--- src/rtl/cpu_fetch_ctrl.sv ---
// Instruction fetch sequencer: issues one word read at a time, pushes returned words into the
// instruction FIFO, and handles redirects, halts and acknowledge timeouts.
module cpu_fetch_ctrl #(
  parameter logic [31:0] BOOT_ADDRESS = 32'h0000_1000,
  parameter int unsigned ACK_TIMEOUT  = 255
) (
  input  logic        clk_i,
  input  logic        rst_i,
  input  logic        halt_i,
  input  logic        redirect_i,
  input  logic [31:0] redirect_pc_i,
  output logic        imem_req_o,
  output logic [31:0] imem_addr_o,
  input  logic        imem_ack_i,
  input  logic [31:0] imem_data_i,
  input  logic        fifo_full_i,
  output logic        fifo_wr_en_o,
  output logic [31:0] fifo_data_o,
  output logic        fifo_flush_o,
  output logic [31:0] pc_o,
  output logic        fault_o
);

  typedef enum logic [2:0] {StIdle, StReq, StWr, StDiscard, StFault} state_e;

  localparam logic [31:0] BootPc      = {BOOT_ADDRESS[31:2], 2'b00};
  localparam logic [7:0]  TimeoutLast = 8'(ACK_TIMEOUT - 1);

  state_e      state_q, state_d;
  logic [31:0] pc_q, pc_d;
  logic        req_q, req_d;
  logic [31:0] addr_q, addr_d;
  logic        wr_q, wr_d;
  logic [31:0] data_q, data_d;
  logic        flush_q, flush_d;
  logic        fault_q, fault_d;
  logic [7:0]  cnt_q, cnt_d;

  logic        timeout;
  logic [7:0]  cnt_inc;

  // '>=' so a timeout still fires if redirects kept the request in DISCARD past the limit
  assign timeout = (cnt_q >= TimeoutLast);
  assign cnt_inc = (cnt_q == 8'hff) ? cnt_q : cnt_q + 8'd1;

  always_comb begin
    state_d = state_q;
    pc_d    = pc_q;
    req_d   = req_q;
    addr_d  = addr_q;
    wr_d    = 1'b0;
    data_d  = data_q;
    flush_d = 1'b0;
    fault_d = fault_q;
    cnt_d   = cnt_q;

    unique case (state_q)
      StIdle: begin
        if (!halt_i && !fifo_full_i) begin
          req_d   = 1'b1;
          addr_d  = pc_q;
          cnt_d   = 8'd0;
          state_d = StReq;
        end
      end
      StReq: begin
        cnt_d = cnt_inc;
        if (imem_ack_i) begin
          req_d   = 1'b0;
          data_d  = imem_data_i;
          wr_d    = 1'b1;
          pc_d    = pc_q + 32'd4;
          state_d = StWr;
        end else if (timeout) begin
          req_d   = 1'b0;
          fault_d = 1'b1;
          state_d = StFault;
        end
      end
      StWr: begin
        state_d = StIdle;
      end
      StDiscard: begin
        cnt_d = cnt_inc;
        if (imem_ack_i) begin
          req_d   = 1'b0;
          state_d = StIdle;
        end else if (timeout) begin
          req_d   = 1'b0;
          fault_d = 1'b1;
          state_d = StFault;
        end
      end
      StFault: begin
      end
      default: begin
        state_d = StIdle;
      end
    endcase

    // Redirect overrides whatever the state decode chose this cycle.
    if (redirect_i && (state_q != StFault)) begin
      pc_d    = {redirect_pc_i[31:2], 2'b00};
      flush_d = 1'b1;
      wr_d    = 1'b0;
      data_d  = data_q;
      fault_d = fault_q;
      case (state_q)
        StReq, StDiscard: begin
          if (imem_ack_i) begin
            req_d   = 1'b0;
            state_d = StIdle;
          end else begin
            req_d   = 1'b1;
            state_d = StDiscard;
          end
        end
        default: begin
          req_d   = req_q;
          addr_d  = addr_q;
          cnt_d   = cnt_q;
          state_d = StIdle;
        end
      endcase
    end
  end

  always_ff @(posedge clk_i) begin
    if (rst_i) begin
      state_q <= StIdle;
      pc_q    <= BootPc;
      req_q   <= 1'b0;
      addr_q  <= 32'd0;
      wr_q    <= 1'b0;
      data_q  <= 32'd0;
      flush_q <= 1'b0;
      fault_q <= 1'b0;
      cnt_q   <= 8'd0;
    end else begin
      state_q <= state_d;
      pc_q    <= pc_d;
      req_q   <= req_d;
      addr_q  <= addr_d;
      wr_q    <= wr_d;
      data_q  <= data_d;
      flush_q <= flush_d;
      fault_q <= fault_d;
      cnt_q   <= cnt_d;
    end
  end

  assign imem_req_o   = req_q;
  assign imem_addr_o  = addr_q;
  assign fifo_wr_en_o = wr_q;
  assign fifo_data_o  = data_q;
  assign fifo_flush_o = flush_q;
  assign pc_o         = pc_q;
  assign fault_o      = fault_q;

endmodule

--- config.mk ---
export PLATFORM = sky130hd
export DESIGN_NAME = cpu_fetch_ctrl
export DESIGN_NICKNAME = d
export VERILOG_FILES = /design/src/rtl/cpu_fetch_ctrl.sv
export SDC_FILE = /design/constraint.sdc
export NUM_CORES = 1
export LEC_CHECK = 0
export BUFFER_PORTS_ARGS = -buffer_cell sky130_fd_sc_hd__buf_2
export CORE_AREA = 2 2 101 103
export CTS_BUF_LIST = sky130_fd_sc_hd__clkbuf_16
export CTS_CLUSTER_SIZE = 12
export DETAILED_ROUTE_END_ITERATION = 6
export DIE_AREA = 0 0 103 105
export PLACE_DENSITY = 0.78
export SYNTH_ARGS = -nofsm -noshare
export SYNTH_HDL_FRONTEND = slang
export SYNTH_SLANG_ARGS = --single-unit
--- constraint.sdc ---
create_clock -name clk_i -period 2.1 [get_ports clk_i]
set_input_delay 0.42 -clock clk_i [delete_from_list [all_inputs] [get_ports clk_i]]
set_output_delay 0.42 -clock clk_i [all_outputs]
set_load 0.05 [all_outputs]
Word level (Yosys, flattened, before mapping)
Cells that the tools add are included.
{"block": "totals", "output_inout_bits": 100, "regBits": 111, "inputBits": 70, "word_cells": 71}
{"block": "op_classes", "mux": 29, "n_eq_ne": 9, "reduce_logical": 17, "magnitude_cmp": 1, "bitwise_logic": 3, "addsub": 2}
{"op": "2-to-1 mux 32 bit", "count": 7}
{"op": "adder 32 x 3 -> 32 bit, second input constant", "count": 1}
{"op": "2-to-1 mux 8 bit", "count": 4}
{"op": "2-to-1 mux 3 bit", "count": 6}
{"op": "case mux 8 bit (2 select lines)", "count": 1}
{"op": "case mux 3 bit (4 select lines)", "count": 1}
{"op": "adder 8 x 1 -> 8 bit, second input constant", "count": 1}
{"op": "== test 8 bit, second input constant", "count": 1}
{"op": ">= comparator 8 bit, second input constant", "count": 1}
{"op": "2-to-1 mux 1 bit", "count": 8}
{"op": "AND reduction 4 bit", "count": 2}
{"op": "inequality test 3 bit, second input constant", "count": 2}
{"op": "AND reduction 2 bit", "count": 3}
{"op": "nonzero test 2 bit", "count": 3}
{"op": "inequality test 2 bit, second input constant", "count": 2}
{"op": "inequality test 4 x 1 -> 1 bit, second input constant", "count": 1}
{"op": "OR reduction 2 bit", "count": 2}
{"op": "== test 3 x 1 -> 1 bit, second input constant", "count": 1}
{"op": "== test 3 x 2 -> 1 bit, second input constant", "count": 1}
{"op": "== test 3 bit, second input constant", "count": 1}
{"op": "logical NOT 3 bit", "count": 1}
{"op": "inverter 1 bit", "count": 3}
{"op": "AND reduction 3 bit", "count": 1}
{"op": "OR reduction 3 bit", "count": 1}
{"op": "other kinds (4)", "count": 6}

Longest topological paths before layout
Gate-level depths: netlist (run 1).
{"block": "depth", "ltp_word": 6, "mapped_depth": 7, "mapped_depth_nobuf": 7}

Worst setup path before layout (run 1)
No wires, ideal clock.
{"block": "synth_path", "path_kind": "flip-flop to flip-flop", "from": "reg pc_q[8], in the netlist pc_o[8]", "to": "reg pc_q[23], in the netlist pc_o[23]", "period_less_slack_ps": 2302, "setup_slack_ps": -202, "t_required_ps": 1978, "path_stages_with_launch": 8, "n_path_buf": 2, "arrival_time_ps": 2181, "path_cell_list": "dfxtp_1 > buf_2 > nand4_1 > nor3_1 > buf_2 > nand4_1 > mux2i_1 > a221o_1"}
{"block": "synth_via", "elab_chain_len": 4}
{"item": "start: declaration", "line": "30", "rtl": "logic [31:0] pc_q, pc_d;"}
{"item": "start signal: assignment", "line": "131", "rtl": "pc_q <= BootPc;"}
{"item": "start signal: assignment", "line": "141", "rtl": "pc_q <= pc_d;"}
{"item": "adder 32 x 3 -> 32 bit", "line": "72", "rtl": "pc_d = pc_q + 32'd4;"}
{"item": "2-to-1 mux 32 bit", "line": "68", "rtl": "if (imem_ack_i) begin"}
{"item": "2-to-1 mux 32 bit", "line": "57", "rtl": "unique case (state_q)"}
{"item": "2-to-1 mux 32 bit", "line": "102", "rtl": "if (redirect_i && (state_q != StFault)) begin"}
Every way passes these cells. The select of a mux whose other input is x is not followed.
A chain may end at the register's enable or synchronous reset.

Worst setup path after layout (run 1)
{"block": "layout_path", "from": "reg pc_q[8], in the netlist pc_o[8]", "to": "reg pc_q[29], in the netlist pc_o[29]"}
Same word-level chain as after synthesis.

==> flow_metrics.py, run 1 <==
metrics = {
    "critical_path": {
        "cp-start-kind": "flop",
        "endpoint_kind": "flop",
        "path_delay_family": "simple AND/OR/NAND/NOR gates",
        "crit_type": "flop to flop",
        "reg2reg_slack_ns": 0.16,
        "critPathArrivalTime_ns": 2.17,
        "worst-path-buf-inv": 1,
        "cp_slowest_cell": "dfxtp_2",
        "worstPathMaxFanout": 13,
        "max_stage_delay_ns": 0.42,
        "worstPathCellList": "nand4_1, nor3_1, buf_4, nand2_2, o311a_1, a211o_1",
        "worstPathRequired_ns": 2.33,
    },
    "flow_run": {
        "cap_violations": 0,
    },
    "grt": {
        "grt_pass1_vias": 4527,
        "grt_pass1_wl_mm": 20.7,
        "grt_max_degree": 37,
        "grt_overflow": 0,
        "grt_use_total_pct": 23.5,
        "antenna_found_initial": 0,
    },
    "drt": {
        "wire_per_inst_um": 14.4,
        "dr_total_vias": 4877,
        "ant_nets": 0,
        "drt_iter0_drc": 326,
        "drc": 0,
        "viasPerCell": 5.46,
        "wirelength_mm": 12.9,
        "dr.pass1.iters": 5,
    },
    "yosys": {
        "ys_seq_area_share_pct": 45.9,
        "ys_seq_elements": 107,
        "synth.area.top_cells": "dfxtp_1 (46%), nand2_1 (14%), a21oi_1 (8.5%), o21ai_0 (2.3%), clkbuf_1 (1.9%)",
        "synth-async-reset-ratio_pct": 0,
        "synth_cells": 593,
        "yosys_warnings": 0,
        "synthFlopType": "dfxtp_1",
        "yosysTopAreaCell": "dfxtp_1",
        "syn-cell-area_sq_um": 4670,
        "ys_types": 55,
        "avgSynthCellArea_sq_um": 7.87,
        "synth_top_area_share_pct": 45.9,
        "synth-edff-count": 0,
    },
    "floorplanning": {
        "die_y_um": 105,
        "die_w_um": 103,
        "initial_core_util_pct": 48.4,
        "die_area_sq_um": 10800,
        "io_pins": 170,
        "rows": 36,
        "coreArea_sq_um": 9640,
    },
    "final_layout": {
        "final_core_util_pct": 62.6,
        "syn_to_final_growth_pct": 29.4,
        "layout_common_cells": "nand2_1 (169), buf_2 (163), dfxtp_1 (97)",
        "finalNetCount": 829,
        "diodes": 0,
        "layout-drive-gt1-share_pct": 30.7,
        "layout_commonest_cell": "nand2_1",
        "layout.cells.non_filler": 894,
        "nFillCells": 897,
    },
    "timing": {
        "period_needed_ns": 1.94,
        "fin_crit_sh_pct": 92.3,
        "max_freq_mhz": 516,
        "maxSlewHeadroom_pct": 60.2,
        "worst_pin_slew_ns": 0.593,
        "hold_violations": 0,
        "setup_ws_ns": 0.162,
        "slew_violations": 0,
        "setup_violations": 0,
        "rsz0062_at_grt": "false",
        "finalClockSkew_ns": 0.00816,
    },
    "power_and_ir_drop": {
        "p_seq_share_pct": 49.8,
        "p_leak_nw": 2.58,
        "peakVddDrop_uv": 442,
        "p_sw_w": 0.00126,
        "clkPwrFrac_pct": 36.8,
        "design_power_total_w": 0.00435,
        "p_comb_share_pct": 13.4,
        "power_density_nw_per_um2": 721,
        "switching_share_pct": 28.9,
        "internal_power_w": 0.00309,
    },
    "clock_network": {
        "htreeDepth": 3,
        "cts.clk_slew.worst_paths_ns": 0.07,
        "cts_setup_buffers": 0,
        "cts-root-buf": "clkbuf_16",
        "cts_tree": "done",
        "clk_latency_ns": 0.34,
        "cts_sinks": 107,
        "cts_buffers": 9,
        "ctsLongestPathBuffers": 2,
    },
    "placement": {
        "portBuffers": 163,
        "dp_cells": 878,
        "place.gp.congestion": 0.829,
        "dp_hpwl_mm": 9.52,
        "place_worst_setup_slack_ns": 0.0507,
    },
    "worst_hold_path": {
        "hp-class": "input port to flop",
    },
    "outcome": {
        "status": "completed",
    },
}
==> final timing paths <==
| kind | to | from | cells past startpoint |
|---|---|---|---|
| setup / recovery | pc_o[29] | pc_o[8] | 6 |
| hold / removal | pc_o[29] | redirect_pc_i[29] | 2 |
| setup reg to reg | pc_o[29] | pc_o[8] | 6 |
| hold reg to reg | imem_addr_o[16] | imem_addr_o[16] | 2 |
==> routing by layer <==
metal  vias up  GRT usage, %  share of wire, %
li1       2388             -                 -
met4         0          9.49               2.8
met2       195          39.2                49
met1      2262          28.7                41
met5         -             0                 0
met3        32          5.55               6.6
==> power by group through the flow <==
stage	clock [W]	sequential (W)	combinational [W]
finish	0.00160	0.00217	0.000583
global route	0.00171	0.00218	0.000622
CTS	0.00163	0.00217	0.000583
detailed placement	0	0.00222	0.000580
global placement	0	0.00221	0.000571
floorplan	0	0.00240	0.000192
==> registers in the layout (all words and copies together) (netlist names) <==
signal,count
fifo_data_o,32
pc_o,30
fifo_wr_en_o,1
fifo_flush_o,1
state_q,3
cnt_q,8
imem_addr_o,30
imem_req_o,1
fault_o,1
==> cells by family after synthesis <==
family	Yosys count	share of synthesized area (%)
flip-flops	107	45.9
buffers and inverters	51	4.80
multiplexers	1	0.214
adder cells (fa/ha/maj)	3	0.804
AND/OR/NAND/NOR	274	27.7
AO/OA/AOI/OAI	147	18.8
XOR/XNOR	9	1.69
other	1	0.0804
==> repair_timing <==
item	CTS	global route
hold buffers	0	0
resized for setup	0	1
setup endpoints to repair	0	1
==> synthesized netlist by cell type, drive strengths merged, types with 2 or more instances <==
cell type / count
a211o: 2
a211oi: 4
a21oi: 79
a221o: 4
a22oi: 3
a31oi: 8
and2: 4
and3: 3
buf: 18
clkbuf: 24
dfxtp: 107
ha: 3
inv: 9
nand2: 170
nand2b: 3
nand3: 18
nand4: 15
nor2: 24
nor3: 14
nor4: 5
o211a: 2
o211ai: 11
o21ai: 21
o311ai: 7
o41ai: 2
or3: 4
or4: 3
xnor2: 5
xor2: 4
==> area by class of cell <==
| class | count | area, sq um | area share (%) |
|---|---|---|---|
| inverters | 9 | 33.8 | 0.559 |
| flip-flops and latches | 107 | 2150 | 35.7 |
| well taps | 133 | 166 | 2.76 |
| clock inverters | 7 | 56.3 | 0.932 |
| repair buffers | 191 | 1060 | 17.6 |
| multi-input cells | 438 | 2340 | 38.7 |
| clock buffers | 9 | 225 | 3.73 |
==> stage by stage <==
stage | cell area [sq um] | TNS, ns | hold slack, ns
finish | 6040 | 0 | 0.285
global route | 6040 | 0 | 0.279
CTS | 6030 | 0 | 0.278
detailed placement | 5750 | 0 | 0.445
global placement | 5750 | 0 | 0.438
floorplan | 4690 | -0.0131 | 0.483
No activity file was read; power rests on OpenSTA's default activity.
==> run 2, diff against run 1 <==
--- a/config.mk
+++ b/config.mk
@@ -7,7 +7,7 @@
 export LEC_CHECK = 0
 export BUFFER_PORTS_ARGS = -buffer_cell sky130_fd_sc_hd__buf_2
 export CORE_AREA = 2 2 101 103
-export CTS_BUF_LIST = sky130_fd_sc_hd__clkbuf_16
+export CTS_BUF_LIST = sky130_fd_sc_hd__clkbuf_4 sky130_fd_sc_hd__clkbuf_8 sky130_fd_sc_hd__clkbuf_16
 export CTS_CLUSTER_SIZE = 12
 export DETAILED_ROUTE_END_ITERATION = 6
 export DIE_AREA = 0 0 103 105
==> flow_metrics.py, run 2 (synthesis gave the netlist of run 1 again) <==
metrics = {
    "final_layout": {
        "multi_input_area_sq_um": 2340,
        "layout_commonest_cell": "nand2_1",
        "diodes": 0,
        "area.sequential_sq_um": 2150,
        "finalNetCount": 829,
        "syn_to_final_growth_pct": 27.2,
        "largest_register_ffs": 32,
        "layout-drive-gt1-share_pct": 30.7,
        "final_design_area_no_fill_sq_um": 5940,
        "layout_common_cells": "nand2_1 (169), buf_2 (163), dfxtp_1 (97)",
        "nFillCells": 914,
    },
    "timing": {
        "maxSlewHeadroom_pct": 60.4,
        "hold_violations": 0,
        "fin_crit_sh_pct": 92.3,
        "max_freq_mhz": 516,
        "rsz0062_at_grt": "false",
        "setup_violations": 0,
        "worst_pin_slew_ns": 0.589,
        "setup-tns-final_ns": 0,
        "slew_violations": 0,
        "setup_ws_ns": 0.162,
        "finalClockSkew_ns": 0.0129,
        "period_needed_ns": 1.94,
    },
    "clock_network": {
        "clk_latency_ns": 0.37,
        "cts.clk_slew.worst_paths_ns": 0.10,
        "ctsLongestPathBuffers": 2,
        "cts_setup_buffers": 0,
        "cts-root-buf": "clkbuf_8",
        "cts_buffers": 9,
        "cts_sinks": 107,
        "cts_tree": "done",
        "htreeDepth": 3,
    },
    "drt": {
        "drc": 0,
        "drt_iter0_drc": 365,
        "viasPerCell": 5.40,
        "ant_nets": 0,
        "wire_per_inst_um": 14.4,
        "dr.pass1.iters": 7,
        "wirelength_mm": 12.9,
        "dr_total_vias": 4824,
    },
    "critical_path": {
        "worstPathMaxFanout": 13,
        "endpoint_kind": "flop",
        "cp-start-kind": "flop",
        "worstPathRequired_ns": 2.36,
        "critPathArrivalTime_ns": 2.20,
        "crit_type": "flop to flop",
    },
    "power_and_ir_drop": {
        "p_leak_nw": 2.53,
        "design_power_total_w": 0.00394,
        "power_density_nw_per_um2": 664,
        "peakVddDrop_uv": 331,
    },
    "placement": {
        "place_worst_setup_slack_ns": 0.0507,
        "placed_area_sq_um": 5750,
        "place.gp.congestion": 0.829,
        "portBuffers": 163,
        "dp_hpwl_mm": 9.52,
    },
    "grt": {
        "antenna_found_initial": 0,
        "grt_pass1_vias": 4522,
        "grt_overflow": 0,
        "grt_max_degree": 37,
        "grt_pass1_wl_mm": 20.7,
        "grt_use_total_pct": 23.4,
    },
    "floorplanning": {
        "initial_core_util_pct": 48.4,
        "rows": 36,
        "die_y_um": 105,
        "die_w_um": 103,
        "io_pins": 170,
        "die_area_sq_um": 10800,
        "coreArea_sq_um": 9640,
    },
    "outcome": {
        "status": "completed",
    },
    "flow_run": {
        "cap_violations": 0,
    },
    "worst_hold_path": {
        "hp-class": "input port to flop",
    },
}
==> run 2: layer usage <==
metal | GRT usage, % | vias up | part of all wire [%]
li1 | - | 2387 | -
met1 | 29.0 | 2251 | 43
met2 | 39.3 | 160 | 50
met3 | 5.22 | 26 | 5.2
met4 | 8.55 | 0 | 2.4
met5 | 0 | - | 0
==> run 2: worst paths after layout <==
kind | cells past startpoint | slack, ns | from | end
setup / recovery | 6 | 0.16 | pc_o[8] | pc_o[29]
hold / removal | 3 | 0.26 | redirect_pc_i[11] | pc_o[11]
setup reg to reg | 6 | 0.16 | pc_o[8] | pc_o[29]
hold reg to reg | 2 | 0.46 | fifo_data_o[23] | fifo_data_o[23]
==> run 2: area by class of cell <==
class,instances,share of cell area (%)
flip-flops and latches,107,36.3
inverters,9,0.569
clock buffers,9,2.09
repair buffers,191,17.9
well taps,133,2.80
clock inverters,7,0.948
multi-input cells,438,39.4
==> run 2: critical path, stage by stage (launching register included) <==
cell	delay, ns
dfxtp_2	0.43
nand4_1	0.25
nor3_1	0.25
buf_4	0.23
nand2_2	0.11
o311a_1	0.30
a211o_1	0.26
==> run 2: where the power goes <==
part | switching [W] | internal, W
clock network | 0.000741 | 0.000451
registers | 0.0000757 | 0.00209
logic | 0.000406 | 0.000177
total | 0.00122 | 0.00272
==> run 2: through the flow <==
stage | hold slack [ns] | instances | utilization, %
6_report | 0.255 | 894 | 61.6
5_1_grt | 0.244 | 894 | 61.6
4_1_cts | 0.243 | 894 | 61.5
3_5_place_dp | 0.445 | 878 | 59.7
3_3_place_gp | 0.438 | 878 | 59.7
2_1_floorplan | 0.483 | 596 | -
==> run 2: repair_timing <==
action                                  CTS  global route
endpoints found under the setup margin    0             2
gates resized for setup                   0             1
hold buffers                              0             0
